**src/rtl/controle_entrada_saida_if.sv**
```systemverilog
// Bundle between the control unit/datapath, the board I/O and controle_entrada_saida.
// The master side drives the instruction flags and the raw board inputs.
interface controle_entrada_saida_if #(
    parameter int unsigned LARGURA_CHAVES = 16
);
    logic                      In;
    logic                      Out;
    logic                      Break;
    logic [31:0]               DadoSaida;
    logic [LARGURA_CHAVES-1:0] Chaves;
    logic                      Confirma;
    logic                      Pausa;
    logic                      EscreveIn;
    logic [31:0]               DadoEntrada;
    logic [31:0]               Display;
    logic                      DisplayValido;
    logic                      Parado;

    modport master (
        output In, Out, Break, DadoSaida, Chaves, Confirma,
        input  Pausa, EscreveIn, DadoEntrada, Display, DisplayValido, Parado
    );

    modport slave (
        input  In, Out, Break, DadoSaida, Chaves, Confirma,
        output Pausa, EscreveIn, DadoEntrada, Display, DisplayValido, Parado
    );
endinterface

```
**src/rtl/controle_entrada_saida.sv**
```systemverilog
// I/O responder for In/Out/Break: stalls for operator input, latches the display, halts on Break.
// Optional Confirma debounce filter is compiled in with CONTROLE_ES_DEBOUNCE_EN.
module controle_entrada_saida #(
    parameter int unsigned LARGURA_CHAVES  = 16,
    parameter logic [15:0] CICLOS_DEBOUNCE = 16'd50000
) (
    input logic                      clock,
    input logic                      reset,
    controle_entrada_saida_if.slave  es
);

    if (LARGURA_CHAVES == 0 || LARGURA_CHAVES > 32 || CICLOS_DEBOUNCE == 16'd0) begin : g_param_invalido
        $error("controle_entrada_saida: invalid LARGURA_CHAVES or CICLOS_DEBOUNCE");
    end

    typedef enum logic [2:0] {
        OCIOSO,
        ESPERA_ENTRADA,
        ENTREGA,
        PARADO,
        RETOMA
    } estado_t;

    estado_t estado;

    logic sinc1;
    logic sinc2;
    logic filtrado;
    logic filtrado_ant;
    logic conf_pulso;

    always_ff @(posedge clock or posedge reset) begin
        if (reset) begin
            sinc1        <= 1'b0;
            sinc2        <= 1'b0;
            filtrado_ant <= 1'b0;
        end else begin
            sinc1        <= es.Confirma;
            sinc2        <= sinc1;
            filtrado_ant <= filtrado;
        end
    end

`ifdef CONTROLE_ES_DEBOUNCE_EN
    logic [15:0] contador;

    // Level flips only after CICLOS_DEBOUNCE consecutive disagreeing samples.
    always_ff @(posedge clock or posedge reset) begin
        if (reset) begin
            filtrado <= 1'b0;
            contador <= '0;
        end else if (sinc2 == filtrado) begin
            contador <= '0;
        end else if (contador == CICLOS_DEBOUNCE - 16'd1) begin
            filtrado <= sinc2;
            contador <= '0;
        end else begin
            contador <= contador + 16'd1;
        end
    end
`else
    assign filtrado = sinc2;
`endif

    assign conf_pulso = filtrado & ~filtrado_ant;

    always_ff @(posedge clock or posedge reset) begin
        if (reset) begin
            estado           <= OCIOSO;
            es.EscreveIn     <= 1'b0;
            es.DadoEntrada   <= '0;
            es.Display       <= '0;
            es.DisplayValido <= 1'b0;
            es.Parado        <= 1'b0;
        end else begin
            es.EscreveIn <= 1'b0;
            unique case (estado)
                OCIOSO: begin
                    if (es.Break) begin
                        estado    <= PARADO;
                        es.Parado <= 1'b1;
                    end else if (es.In) begin
                        estado <= ESPERA_ENTRADA;
                    end else if (es.Out) begin
                        es.Display       <= es.DadoSaida;
                        es.DisplayValido <= 1'b1;
                    end
                end
                ESPERA_ENTRADA: begin
                    if (conf_pulso) begin
                        es.DadoEntrada <= 32'(es.Chaves);
                        es.EscreveIn   <= 1'b1;
                        estado         <= ENTREGA;
                    end
                end
                ENTREGA: estado <= OCIOSO;
                PARADO: begin
                    if (conf_pulso) begin
                        es.Parado <= 1'b0;
                        estado    <= RETOMA;
                    end
                end
                RETOMA:  estado <= OCIOSO;
                default: estado <= OCIOSO;
            endcase
        end
    end

    // Stall is decoded combinationally so the PC holds in the same cycle In/Break appears.
    always_comb begin
        es.Pausa = 1'b0;
        unique case (estado)
            OCIOSO:         es.Pausa = es.In | es.Break;
            ESPERA_ENTRADA: es.Pausa = 1'b1;
            PARADO:         es.Pausa = 1'b1;
            default:        es.Pausa = 1'b0;
        endcase
    end

endmodule

```
**src/flat_wrapper.sv**
```systemverilog
// flat-port wrapper written by rule: the top's interface ports become plain ports
module controle_entrada_saida_flat 
#(
    parameter int unsigned LARGURA_CHAVES  = 16,
    parameter logic [15:0] CICLOS_DEBOUNCE = 16'd50000
)
  (clock, reset, es_In, es_Out, es_Break, es_DadoSaida, es_Chaves, es_Confirma, es_Pausa, es_EscreveIn, es_DadoEntrada, es_Display, es_DisplayValido, es_Parado);
  controle_entrada_saida_if #(.LARGURA_CHAVES(LARGURA_CHAVES)) es_i ();
  input logic clock;
  input logic reset;
  input wire logic [$bits(es_i.In)-1:0] es_In;
  input wire logic [$bits(es_i.Out)-1:0] es_Out;
  input wire logic [$bits(es_i.Break)-1:0] es_Break;
  input wire logic [$bits(es_i.DadoSaida)-1:0] es_DadoSaida;
  input wire logic [$bits(es_i.Chaves)-1:0] es_Chaves;
  input wire logic [$bits(es_i.Confirma)-1:0] es_Confirma;
  output wire logic [$bits(es_i.Pausa)-1:0] es_Pausa;
  output wire logic [$bits(es_i.EscreveIn)-1:0] es_EscreveIn;
  output wire logic [$bits(es_i.DadoEntrada)-1:0] es_DadoEntrada;
  output wire logic [$bits(es_i.Display)-1:0] es_Display;
  output wire logic [$bits(es_i.DisplayValido)-1:0] es_DisplayValido;
  output wire logic [$bits(es_i.Parado)-1:0] es_Parado;
  assign es_i.In = es_In;
  assign es_i.Out = es_Out;
  assign es_i.Break = es_Break;
  assign es_i.DadoSaida = es_DadoSaida;
  assign es_i.Chaves = es_Chaves;
  assign es_i.Confirma = es_Confirma;
  assign es_Pausa = es_i.Pausa;
  assign es_EscreveIn = es_i.EscreveIn;
  assign es_DadoEntrada = es_i.DadoEntrada;
  assign es_Display = es_i.Display;
  assign es_DisplayValido = es_i.DisplayValido;
  assign es_Parado = es_i.Parado;
  controle_entrada_saida #(.LARGURA_CHAVES(LARGURA_CHAVES), .CICLOS_DEBOUNCE(CICLOS_DEBOUNCE)) u_core (.clock(clock), .reset(reset), .es(es_i));
endmodule
```
**config.mk**
```make
export PLATFORM = sky130hd
export DESIGN_NAME = controle_entrada_saida_flat
export DESIGN_NICKNAME = d
export VERILOG_FILES = /design/src/rtl/controle_entrada_saida_if.sv /design/src/rtl/controle_entrada_saida.sv /design/src/flat_wrapper.sv
export SDC_FILE = /design/constraint.sdc
export NUM_CORES = 1
export LEC_CHECK = 0
export ABC_CLOCK_PERIOD_IN_PS = 2700
export CAP_MARGIN = 30
export CORE_ASPECT_RATIO = 1.2
export CORE_UTILIZATION = 35
export DETAILED_ROUTE_END_ITERATION = 10
export DONT_BUFFER_PORTS = 1
export PLACE_DENSITY = 0.58
export SETUP_SLACK_MARGIN = 0.1
export SKIP_CTS_REPAIR_TIMING = 1
export SLEW_MARGIN = 15
export SYNTH_ARGS = -nofsm -noshare
export SYNTH_HDL_FRONTEND = slang
export SYNTH_SLANG_ARGS = --single-unit
```
**constraint.sdc**
```tcl
create_clock -name clock -period 2.7 [get_ports clock]
set_input_delay 0.81 -clock clock [delete_from_list [all_inputs] [get_ports clock]]
set_output_delay 0.81 -clock clock [all_outputs]
set_load 0.1 [all_outputs]
```
Word-level counts from Yosys, hierarchy flattened
Cells that the tools add are included.
{"block": "totals", "reg_bits": 57, "latchBits": 0, "inputBits": 54, "mem_bits_ro": 0, "mem_count": 0, "word_cells": 38, "mem_bits_rw": 0, "out_inout_bits": 68}
{"block": "classes", "n_lt_le_gt_ge": 0, "muxes": 11, "bitwise_logic": 5, "multipliers": 0, "addsub": 0, "div_mod_pow": 0, "eq_ne": 6, "n_shift": 0, "reduce_logical": 7}
{"op": "$mux W3", "count": 4}
{"op": "$pmux W3 S3", "count": 1}
{"op": "$reduce_and A3 Y1", "count": 2}
{"op": "$mux W1", "count": 4}
{"op": "$ne A2 B1 Y1 const B", "count": 2}
{"op": "$pmux W1 S2", "count": 2}
{"op": "$reduce_and A4 Y1", "count": 1}
{"op": "$eq A3 B1 Y1 const B", "count": 1}
{"op": "$eq A3 B2 Y1 const B", "count": 1}
{"op": "$logic_not A3 Y1", "count": 1}
{"op": "$ne A3 B3 Y1 const B", "count": 1}
{"op": "$not A1 Y1", "count": 3}
{"op": "$ne A2 B2 Y1 const B", "count": 1}
{"op": "$reduce_and A2 Y1", "count": 1}
{"op": "$reduce_bool A2 Y1", "count": 1}
{"op": "$reduce_or A2 Y1", "count": 1}
{"op": "$and A1 B1 Y1", "count": 1}
{"op": "$or A1 B1 Y1", "count": 1}

Longest topological paths before layout
{"block": "logic_depth", "depth_word": 4, "mapped_depth": 5}

Worst setup path after synthesis
No wires, ideal clock.
{"block": "synth_path", "kind": "input-to-output", "from": "input es_Break", "to": "output es_Pausa", "path_slack_ns": -0.734, "cell_stages": 3, "arrival_time_ns": 2.624, "n_path_buf": 0, "cell_sequence": "nor2_1 > or2_2 > a21oi_1"}
{"block": "synth_via", "elab_chain_len": 2}
{"element": "start, declared", "line_no": "flat_wrapper.sv:13", "rtl": "input wire logic [$bits(es_i.Break)-1:0] es_Break;"}
{"element": "$or A1 B1 Y1", "line_no": "controle_entrada_saida.sv:113", "rtl": "OCIOSO: es.Pausa = es.In | es.Break;"}
{"element": "$pmux W1 S2", "line_no": "controle_entrada_saida.sv:112", "rtl": "unique case (estado)"}
{"element": "end, declared", "line_no": "flat_wrapper.sv:17", "rtl": "output wire logic [$bits(es_i.Pausa)-1:0] es_Pausa;"}
Every way passes these cells.

Final worst setup path
Ends and elaborated chain as after synthesis.

==> flow_summary_export.csv <==
group,metric,value,unit
global_routing,grt_max_degree,34,
placement,dpl_worst_slack,0.356,ns
setup_path,worstSetupPathType,"input port to primary output",
cts,clock-sinks,57,
route,routed_via_density,4.62,
timing,period_needed,2.34,ns
route,ant_nets,0,
timing,rsz0062_at_grt,"false",
timing,finalHoldViolCount,0,
die,start_util,37.1,%
setup_path,start_kind,"input port",
global_routing,first_global_vias,1233,
route,drc,0,
timing,tns,0,ns
synth,synth_area,2290,um2
timing,slew_viol_final,0,
finish,layout.nets,213,
synth,syn_inst,148,
finish,n_antenna_cell,0,
placement,dp.final_hpwl,2930,um
timing,setup_violations,0,
synth,ys_seq_area_share,62.3,%
synth,synth_enable_flop_cells,0,
worst_hold_path,hp-class,"flip-flop to flip-flop",
synth,synth-async-reset-ratio,100,%
synth,ys_types,19,
die,rows,31,
global_routing,grt_usage,12.2,%
route,wire_per_inst,15.6,um
die,die_x,75.9,um
die,die_h,90.6,um
placement,place.gp.congestion,0.746,
synth,ys_warn_count,0,
route,num_vias,1136,
synth,ys.flop_type,"dfrtp_1",
die,dieArea,6870,um2
route,drt_iter0_markers,28,
cts,htree_levels,3,
placement,place.port_buffers,0,
die,ioPinCount,122,
global_routing,antenna_found_initial,0,
cts,insertion_delay,0.32,ns
cts,cts-root-buf,"clkbuf_8",
global_routing,grt-ovfl-total,0,
setup_path,critPathCaptureType,"primary output",
timing,fin_skew,0.00599,ns
global_routing,grt_pass1_wl,5910,um
cts,clockBufferDepth,2,
finish,drive_gt1_share,44.5,%
cts,cts_tree,"yes",
finish,syn2layout_area_growth,11.0,%
route,firstDrtPassIters,4,
setup_path,critPathMaxFanout,4,
job,drv_cap,0,
timing,slew_headroom,38.9,%
synth,synth_seq_cells,57,
timing,tightest_slew,0.916,ns
cts,cts.clk_slew.worst_paths,0.06,ns
route,totalWireLength,3840,um
synth,syn_avg_cell_area,15.5,um2
timing,max_clock_freq,0.427,GHz
setup_path,crit_required,1.89,ns
timing,fin_ws,0.358,ns
setup_path,arrival,1.53,ns
cts,numCtsBuffers,9,
die,core_area,6170,um2
timing,period_share,86.7,%
timing,hold_ws,0.355,ns
run_status,status,"completed",
-- synth_stat cells (2+ instances only) --
cell type   n  area [um2]
buf_6       4        45.0
mux2_2     45         507
a21oi_1     3        15.0
mux2_1      3        33.8
nor2_1      2        7.51
o21ai_0     4        20.0
buf_4      16         120
dfrtp_1    57        1430
inv_1       4        15.0
-- final timing paths --
| check | start | to | slack (ns) | cells past startpoint |
|---|---|---|---|---|
| setup / recovery | es_Break | es_Pausa | 0.36 | 4 |
| hold / removal | u_core.sinc1 | u_core.filtrado | 0.36 | 0 |
| setup reg to reg | u_core.estado[1] | u_core.es.Display[28] | 0.93 | 3 |
| hold reg to reg | u_core.sinc1 | u_core.filtrado | 0.36 | 0 |
| max in group asynchronous | reset | u_core.es.Display[24] | 1.72 | 2 |
| min in group asynchronous | reset | u_core.es.Display[5] | 0.37 | 1 |
-- logic make-up after synthesis --
logic type / synth area share [%]
simple gates: 3.71
buf+inv: 8.08
compound gates: 2.18
mux: 23.6
flops: 62.3
other cells: 0.164
-- placed cells by master (no fill, tap or decap), drive strengths merged --
| cell type | netlist | final |
|---|---|---|
| bufinv | 0 | 1 |
| nor2 | 2 | 2 |
| a21oi | 3 | 3 |
| mux2 | 48 | 48 |
| nand3b | 1 | 1 |
| o21ai | 4 | 4 |
| a31oi | 1 | 1 |
| a221oi | 1 | 1 |
| nand4 | 1 | 1 |
| dfrtp | 57 | 57 |
| clkinvlp | 0 | 1 |
| nor3 | 1 | 1 |
| nor3b | 1 | 1 |
| or2 | 1 | 1 |
| clkbuf | 1 | 10 |
| nand2b | 1 | 1 |
| inv | 4 | 4 |
| conb | 1 | 16 |
| buf | 20 | 6 |
| clkinv | 0 | 4 |
-- sequential cells by signal, summed over array words and instances (netlist names) --
name	cells
u_core.sinc1	1
u_core.es.DisplayValido	1
u_core.filtrado_ant	1
u_core.es.DadoEntrada	16
u_core.es.EscreveIn	1
u_core.estado	3
u_core.es.Parado	1
u_core.filtrado	1
u_core.es.Display	32
-- metrics by stage --
step,instance area (um2),cells,utilization [%]
after floorplan,2360,163,-
after global placement,2350,230,38.1
after detailed placement,2350,230,38.1
after CTS,2540,246,41.2
after global routing,2540,246,41.2
final,2540,246,41.2
-- routing by layer --
layer,GRT usage (%),routed length (um),vias up
met2,20.1,2090,72
met4,7.56,90,0
li1,-,-,497
met1,11.8,1320,557
met3,5.92,336,10
met5,0,0,-
-- layout make-up --
type	instances	area, um2
Fill cell	561	3620
Sequential cell	57	1430
Multi-Input combinational cell	81	747
Clock buffer	10	138
Tap cell	82	103
Clock inverter	6	57.6
Timing Repair Buffer	6	57.6
Inverter	4	15.0
-- critical path, stage by stage --
cell	delay (ns)
nor2_1	0.05
or2_2	0.31
a21oi_4	0.17
buf_12	0.19
Power is left out: the tool's default activity adds up to more than one toggle a clock period on the data nets, which glitch-free logic cannot reach.
